$ cat src/rtl/spi_flash_pkg.sv
// Shared constants, state encoding and helpers for the SPI flash reader.
package spi_flash_pkg;

  localparam logic [7:0]  CMD_READ      = 8'h03;
  localparam logic [7:0]  CMD_FAST_READ = 8'h0B;
  localparam int unsigned DUMMY_BITS    = 8;
  localparam int unsigned WORD_BITS     = 32;

  // One-hot controller state
  typedef enum logic [4:0] {
    ST_IDLE    = 5'b00001,
    ST_SEND    = 5'b00010,
    ST_DUMMY   = 5'b00100,
    ST_RECV    = 5'b01000,
    ST_RECOVER = 5'b10000
  } state_e;

  // First received byte lands in the least significant byte
  function automatic logic [WORD_BITS-1:0] le_word(input logic [WORD_BITS-1:0] rx);
    return {rx[7:0], rx[15:8], rx[23:16], rx[31:24]};
  endfunction

endpackage

$ cat src/rtl/spi_sck_gen.sv
// SCK generator: CLK_DIV cycles low then CLK_DIV cycles high while enabled,
// held low and phase-reset while disabled. Strobes flag the clk edge on
// which SCK is about to rise or fall.
module spi_sck_gen #(
  parameter int unsigned CLK_DIV = 1
) (
  input  logic clk,
  input  logic reset_n,
  input  logic en_i,
  output logic sck_o,
  output logic rise_en_c_o,
  output logic fall_en_c_o
);

  localparam int unsigned CNT_W = (CLK_DIV > 1) ? $clog2(CLK_DIV) : 1;
  localparam logic [CNT_W-1:0] CNT_LAST = CNT_W'(CLK_DIV - 1);

  logic [CNT_W-1:0] cnt_q, cnt_d;
  logic             sck_q, sck_d;
  logic             edge_c;

  // Half-period counter and SCK toggle
  always_comb begin
    cnt_d  = '0;
    sck_d  = 1'b0;
    edge_c = en_i && (cnt_q == CNT_LAST);
    if (en_i) begin
      if (edge_c) begin
        cnt_d = '0;
        sck_d = ~sck_q;
      end else begin
        cnt_d = cnt_q + CNT_W'(1);
        sck_d = sck_q;
      end
    end
  end

  // Divider registers
  always_ff @(posedge clk or negedge reset_n) begin
    if (!reset_n) begin
      cnt_q <= '0;
      sck_q <= 1'b0;
    end else begin
      cnt_q <= cnt_d;
      sck_q <= sck_d;
    end
  end

  assign sck_o       = sck_q;
  assign rise_en_c_o = edge_c & ~sck_q;
  assign fall_en_c_o = edge_c &  sck_q;

endmodule

$ cat src/rtl/spi_flash_reader.sv
// SPI flash burst read controller (mode 0). Issues one read command per
// request and streams 1..2^BURST_WIDTH little-endian words.
// Build option: define SPI_FLASH_FAST_READ_EN for fast read (0x0B) with
// 8 dummy SCK cycles; otherwise plain read (0x03).
module spi_flash_reader
  import spi_flash_pkg::*;
#(
  parameter int unsigned ADDR_WIDTH  = 20,
  parameter int unsigned BURST_WIDTH = 4,
  parameter int unsigned CLK_DIV     = 1
) (
  input  logic                   clk,
  input  logic                   reset_n,
  input  logic                   rstrb,
  input  logic [ADDR_WIDTH-1:0]  word_address,
  input  logic [BURST_WIDTH-1:0] burst_len,
  output logic [WORD_BITS-1:0]   rdata,
  output logic                   rvalid,
  output logic                   rbusy,
  output logic                   spi_clk,
  output logic                   spi_cs_n,
  output logic                   spi_mosi,
  input  logic                   spi_miso
);

`ifdef SPI_FLASH_FAST_READ_EN
  localparam bit FAST_READ = 1'b1;
`else
  localparam bit FAST_READ = 1'b0;
`endif

  localparam logic [7:0]  CMD        = FAST_READ ? CMD_FAST_READ : CMD_READ;
  localparam int unsigned BIT_W      = $clog2(WORD_BITS);
  localparam int unsigned REC_CYCLES = 2 * CLK_DIV;
  localparam int unsigned REC_W      = $clog2(REC_CYCLES + 1);

  state_e                 state_q, state_d;
  logic [WORD_BITS-1:0]   tx_q, tx_d;
  logic [WORD_BITS-1:0]   rx_q, rx_d;
  logic [WORD_BITS-1:0]   rdata_q, rdata_d;
  logic [BIT_W-1:0]       bit_q, bit_d;
  logic [BURST_WIDTH-1:0] words_q, words_d;
  logic [REC_W-1:0]       rec_q, rec_d;
  logic                   cs_n_q, cs_n_d;
  logic                   rvalid_q, rvalid_d;
  logic                   rbusy_q, rbusy_d;
  logic                   sck_en_c, sck, rise_en_c, fall_en_c;
  logic [23:0]            byte_addr_c;

  assign byte_addr_c = 24'({word_address, 2'b00});
  assign sck_en_c    = (state_q == ST_SEND) || (state_q == ST_DUMMY) || (state_q == ST_RECV);

  spi_sck_gen #(
    .CLK_DIV (CLK_DIV)
  ) u_sck_gen (
    .clk         (clk),
    .reset_n     (reset_n),
    .en_i        (sck_en_c),
    .sck_o       (sck),
    .rise_en_c_o (rise_en_c),
    .fall_en_c_o (fall_en_c)
  );

  // Next-state and datapath: MOSI shifts on SCK fall, MISO samples on SCK rise
  always_comb begin
    state_d  = state_q;
    tx_d     = tx_q;
    rx_d     = rx_q;
    rdata_d  = rdata_q;
    bit_d    = bit_q;
    words_d  = words_q;
    rec_d    = rec_q;
    cs_n_d   = cs_n_q;
    rvalid_d = 1'b0;

    unique case (state_q)
      ST_IDLE: begin
        cs_n_d = 1'b1;
        if (rstrb) begin
          state_d = ST_SEND;
          tx_d    = {CMD, byte_addr_c};
          words_d = burst_len;
          bit_d   = '0;
          cs_n_d  = 1'b0;
        end
      end
      ST_SEND: begin
        if (fall_en_c) begin
          tx_d  = {tx_q[WORD_BITS-2:0], 1'b0};
          bit_d = bit_q + BIT_W'(1);
          if (bit_q == BIT_W'(WORD_BITS - 1)) begin
            bit_d = '0;
            if (FAST_READ) state_d = ST_DUMMY;
            else           state_d = ST_RECV;
          end
        end
      end
      ST_DUMMY: begin
        if (fall_en_c) begin
          bit_d = bit_q + BIT_W'(1);
          if (bit_q == BIT_W'(DUMMY_BITS - 1)) begin
            bit_d   = '0;
            state_d = ST_RECV;
          end
        end
      end
      ST_RECV: begin
        if (rise_en_c) begin
          rx_d = {rx_q[WORD_BITS-2:0], spi_miso};
        end
        if (fall_en_c) begin
          bit_d = bit_q + BIT_W'(1);
          if (bit_q == BIT_W'(WORD_BITS - 1)) begin
            rdata_d  = le_word(rx_q);
            rvalid_d = 1'b1;
            if (words_q == '0) begin
              state_d = ST_RECOVER;
              rec_d   = '0;
            end else begin
              words_d = words_q - BURST_WIDTH'(1);
            end
          end
        end
      end
      ST_RECOVER: begin
        cs_n_d = 1'b1;
        rec_d  = rec_q + REC_W'(1);
        if (rec_q == REC_W'(REC_CYCLES)) begin
          state_d = ST_IDLE;
        end
      end
      default: begin
        state_d = ST_IDLE;
        cs_n_d  = 1'b1;
      end
    endcase

    rbusy_d = (state_d != ST_IDLE);
  end

  // State and output registers
  always_ff @(posedge clk or negedge reset_n) begin
    if (!reset_n) begin
      state_q  <= ST_IDLE;
      tx_q     <= '0;
      rx_q     <= '0;
      rdata_q  <= '0;
      bit_q    <= '0;
      words_q  <= '0;
      rec_q    <= '0;
      cs_n_q   <= 1'b1;
      rvalid_q <= 1'b0;
      rbusy_q  <= 1'b0;
    end else begin
      state_q  <= state_d;
      tx_q     <= tx_d;
      rx_q     <= rx_d;
      rdata_q  <= rdata_d;
      bit_q    <= bit_d;
      words_q  <= words_d;
      rec_q    <= rec_d;
      cs_n_q   <= cs_n_d;
      rvalid_q <= rvalid_d;
      rbusy_q  <= rbusy_d;
    end
  end

  assign rdata    = rdata_q;
  assign rvalid   = rvalid_q;
  assign rbusy    = rbusy_q;
  assign spi_clk  = sck;
  assign spi_cs_n = cs_n_q;
  assign spi_mosi = tx_q[WORD_BITS-1];

endmodule
$ cat config.mk
export PLATFORM = sky130hd
export DESIGN_NAME = spi_flash_reader
export DESIGN_NICKNAME = d
export VERILOG_FILES = /design/src/rtl/spi_flash_pkg.sv /design/src/rtl/spi_sck_gen.sv /design/src/rtl/spi_flash_reader.sv
export SDC_FILE = /design/constraint.sdc
export NUM_CORES = 1
export LEC_CHECK = 0
export ABC_AREA = 1
export CORE_MARGIN = 8
export CORE_UTILIZATION = 30
export CTS_BUF_LIST = sky130_fd_sc_hd__clkbuf_2
export DETAILED_ROUTE_END_ITERATION = 7
export MAX_ROUTING_LAYER = met4
export PLACE_DENSITY = 0.56
export SYNTH_ARGS = -nofsm -noshare
export SYNTH_HDL_FRONTEND = slang
export SYNTH_SLANG_ARGS = --single-unit
$ cat constraint.sdc
create_clock -name clk -period 2.04 [get_ports clk]
set_input_delay 0.204 -clock clk [delete_from_list [all_inputs] [get_ports clk]]
set_output_delay 0.204 -clock clk [all_outputs]
set_load 0.02 [all_outputs]
# Yosys cells after proc, flatten, opt, wreduce, memory -nomap -nowiden
# Cells that the tools add are included.
# Widths: inputs -> output; s select.
# totals
regBits	117
input_bits	28
# op_classes
n_addsub	4
n_eq_ne	17
muxes	38
bitwise_logic	4
n_reduce_logical	15
# ops
operator	n
$mux 5	15
$mux 32	2
$pmux 32 s2	1
$pmux 5 s5	1
$pmux 5 s4	1
$mux 4	4
$ne 2x2->1 const B	6
$eq 5x3->1 const B	2
$eq 5x5->1 const B	2
$reduce_and 5->1	2
$mux 1	8
$pmux 4 s2	1
$mux 2	3
$reduce_and 3->1	2
$reduce_bool 2->1	3
$add 5x1->5 const B	1
$eq 5x1->1 const B	1
$eq 5x2->1 const B	1
$eq 5x4->1 const B	1
$ne 5x1->1 const B	1
$logic_not 4->1	1
$ne 2x1->1 const B	2
$pmux 2 s2	1
$reduce_and 4->1	1
other kinds (12)	15

# Longest topological paths before layout
# logic_depth
word_depth	8
depth_mapped	12
ltp_nobuf	12

# By module
# A second synthesis with hierarchy kept.
# hier_totals
cells_unflattened	604
area_unflattened_um2	5132.4
# modules_own_cells
mod	n_inst	cells_each	area_each_um2
spi_flash_reader	1	593	5046.1
spi_sck_gen	1	11	86.3

# Least setup slack after synthesis
# Ideal clock, no wire load.
# synth_timing
kind	register to register
start	register bit_q[0]
end	register words_q[0]
t_arrival_ns	1.656
path_slack_ns	0.267
stages_incl_launch_ff	10
path_buffers	0
cell_sequence	dfrtp_1 ha_1 nand2_1 nor2_1 ha_1 inv_1 o31ai_2 nand2_1 nand2_1 nand2_1
# synth_between
elab_chain_cells	3
# synth_lines
item	line_no	rtl
start, declared	spi_flash_reader.sv:41	logic [BIT_W-1:0] bit_q, bit_d;
start signal, assigned	spi_flash_reader.sv:159	bit_q <= bit_d;
$eq 5x5->1	spi_flash_reader.sv:113	if (bit_q == BIT_W'(WORD_BITS - 1)) begin
$ne 2x1->1 (no line)	-	
$reduce_and 5->1 (no line)	-	
end signal, assigned	spi_flash_reader.sv:160	words_q <= words_d;
end, declared	spi_flash_reader.sv:42	logic [BURST_WIDTH-1:0] words_q, words_d;
# No other way between the ends.
# A chain may end at the register's enable or synchronous reset.

# Worst setup path after layout
# layout_timing
start	register rdata_q[15] (netlist: rdata[15])
end	output port rdata[15]
# layout_lines
item	line_no	rtl
start, declared	spi_flash_reader.sv:40	logic [WORD_BITS-1:0] rdata_q, rdata_d;
start signal, assigned	spi_flash_reader.sv:158	rdata_q <= rdata_d;
end, declared	spi_flash_reader.sv:17	output logic [WORD_BITS-1:0] rdata,
# No word-level cell between the ends.

==> metrics <==
CP Cell Sequence clkdlybuf4s50_1; Seq/Total Area, Yosys 56.6%; Yosys warning count 0; CP Class reg -> out; Leak 2.89 nW; synthesized area per cell 8.83 um^2; ranking of synthesized cells by area dfrtp_1, nand2_1, o21ai_0; core footprint 0.0166 mm^2; Final GP Congestion 0.855; Synthesized Nets 608; Critical Path Max Stage Delay 620 ps; total number of vias 3825; initial antenna violation count 1; Final Setup Violations 0; Rows 47; number of max-cap violations 0; die area 0.0214 mm^2; share of the synthesized area in the top cell type 55.6%; drc violations 0; Avg WL per Cell 12.1 um; Clock Path Buffers 2; largest area contributor in the netlist dfrtp_1; CTS buffer count 17; initial core utilization 30.7%; power per cell area 916 mW/mm^2; Hold Slack 111 ps; post-route ant nets 0; async set-reset flop share out of synthesis 100%; Vias/cell 4.36; largest net degree at the start of global routing 66; final setup TNS 0 ps; CTS Sinks 115; maximum vdd drop 0.000506 V; Root Driver clkbuf_2; Pint 0.00350 W; combinational share of power 30.8%; Main synth FF type dfrtp_1; achievable frequency 0.532 GHz; die width 146 um; CTS clk-pin slew, worst paths 160 ps; Tcrit/Tclk final 92.1%; total track usage 10.8%; WP buf/inv 1; Non-Filler Instances 878; Setup crit end kind output port; vias in the first global route 3890; area grow syn2layout 21.2%; iteration-0 DRC count of the detailed router 348; TritonCTS clock tree built; nets 678; CP Max Fanout 2; synth cell count leaders nand2_1, dfrtp_1, inv_1, o21ai_0, o21ai_1; number of synthesized register bits 115; clock share of power 20.2%; grt ovf 0; CP Launch Type flop; Net Sw Power 0.00214 W; max-slew violations 0; Top delay family on crit path buffers and inverters; switching share of power 38.0%; first-pass GRT wire length 18.3 mm; HPWL after DPL 7.25 mm; total power 0.00565 W; critical path arrival 1680 ps; Die Y 146 um; H-tree depth 4; library cells used by synthesis 32; fin crit period 1880 ps; RSZ-0062 raised after global routing false; drt first pass iters 5; I/O pin cnt 65; most frequent cell after synthesis nand2_1; Worst EP required 1840 ps; Total Routed Length 10.6 mm; Seq pwr share 49.0%; slowest library cell on the worst path clkdlybuf4s50_1; Worst Skew 26.7 ps; Post-synth EDFFs 0; Cell Area, Synth 0.00509 mm^2; Hold Path Class in -> reg; Clock Latency Late Sink 670 ps; placed cell count 844; status complete, no violations; Syn Inst Count 576; Final Hold Viols 0; Port Buffers 64; layout cell share with drive strength beyond 1 11.3%
==> cell families (layout without fill, tap and decap cells) <==
family	Yosys count	in the layout	share of synthesized area [%]
buffers and inverters	104	185	9.20
DFF	115	115	56.6
AOI/OAI and AO/OA	131	131	14.7
and+or+nand+nor	219	219	18.0
adders and majority gates	4	4	0.984
xor gates and xnor gates	2	2	0.344
other	1	2	0.0737
==> layout by cell type (no fill, tap or decap), drive strengths merged, types with 3 or more instances in the layout <==
cell / instances
dfrtp: 113
nand4: 3
nand3: 21
nor2: 19
inv: 80
dlygate4sd2: 3
clkbuf: 18
clkinv: 10
clkdlybuf4s50: 57
buf: 10
o21ai: 126
nand2: 173
dlymetal6s2s: 3
ha: 4
==> worst paths after layout <==
kind                                  startpoint                endpoint  slack (ps)  depth (start not counted)
hold / removal                   word_address[0]     tx_q[2]$_DFFE_PN0P_         110                          3
setup reg to reg            bit_q[0]$_DFFE_PN0P_  words_q[3]$_DFFE_PN0P_         230                          9
min in group asynchronous                reset_n    rdata[1]$_DFFE_PN0P_         590                          4
hold reg to reg             spi_cs_n$_DFFE_PN1P_    spi_cs_n$_DFFE_PN1P_         490                          2
setup / recovery           rdata[15]$_DFFE_PN0P_               rdata[15]         160                          1
max in group asynchronous                reset_n    spi_cs_n$_DFFE_PN1P_        1130                          4
==> power groups by stage <==
stage | sequential, W | combinational (W) | clock (W)
finish | 0.00277 | 0.00174 | 0.00114
global route | 0.00281 | 0.00198 | 0.00131
CTS | 0.00277 | 0.00177 | 0.00123
detailed placement | 0.00282 | 0.00176 | 0
global placement | 0.00281 | 0.00169 | 0
floorplan | 0.00281 | 0.00140 | 0
==> repair_timing <==
item / in CTS / in global routing
hold buffers: 3 / 0
pin swaps: 0 / 0
hold endpoints to repair: 113 / 0
gates resized for setup: 3 / 6
buffers inserted: 0 / 0
gates cloned: 0 / 0
endpoints found under the setup margin: 3 / 9
==> layer usage <==
| layer | up-vias | part of all wire, % | track usage [%] |
|---|---|---|---|
| li1 | 1958 | - | - |
| met1 | 1777 | 47 | 12.7 |
| met2 | 76 | 48 | 16.8 |
| met3 | 14 | 3.5 | 2.78 |
| met4 | 0 | 2.0 | 5.72 |
| met5 | - | 0 | - |
==> metrics by stage <==
stage | setup WS, ps | area [um^2] | util [%]
final | 161 | 6160 | 37.2
after global routing | 4.70 | 6160 | 37.2
after CTS | 9.61 | 6140 | 37.0
after detailed placement | 158 | 5950 | 35.9
after global placement | 263 | 5950 | 35.9
after floorplan | 267 | 5090 | -
==> sequential cells by signal (all words and copies together), names as in the netlist <==
| name | flops |
|---|---|
| bit_q | 5 |
| rbusy | 1 |
| rdata | 32 |
| rec_q | 2 |
| rvalid | 1 |
| rx_q | 32 |
| spi_cs_n | 1 |
| state_q | 5 |
| tx_q | 30 |
| u_sck_gen.cnt_q | 1 |
| u_sck_gen.sck_o | 1 |
| words_q | 4 |
==> cell type report <==
class	instances	area [um^2]
fill	1717	10400
sequential	115	2880
multi-input combinational	357	1750
timing repair buffer	75	792
inverter	80	305
tap	220	275
clock buffer	18	90.1
clock inverter	12	70.1
antenna	1	2.50
==> worst reg2reg max path, cell delays in order (launching register included) <==
cell and delay [ps]:
dfrtp_1 420, ha_1 180, nand2_1 80, nor2_1 100, ha_2 240, inv_1 110
o31ai_4 290, buf_4 170, nand3_1 80, nand2_1 80
Note: power is estimated with default switching activity, not from simulation.
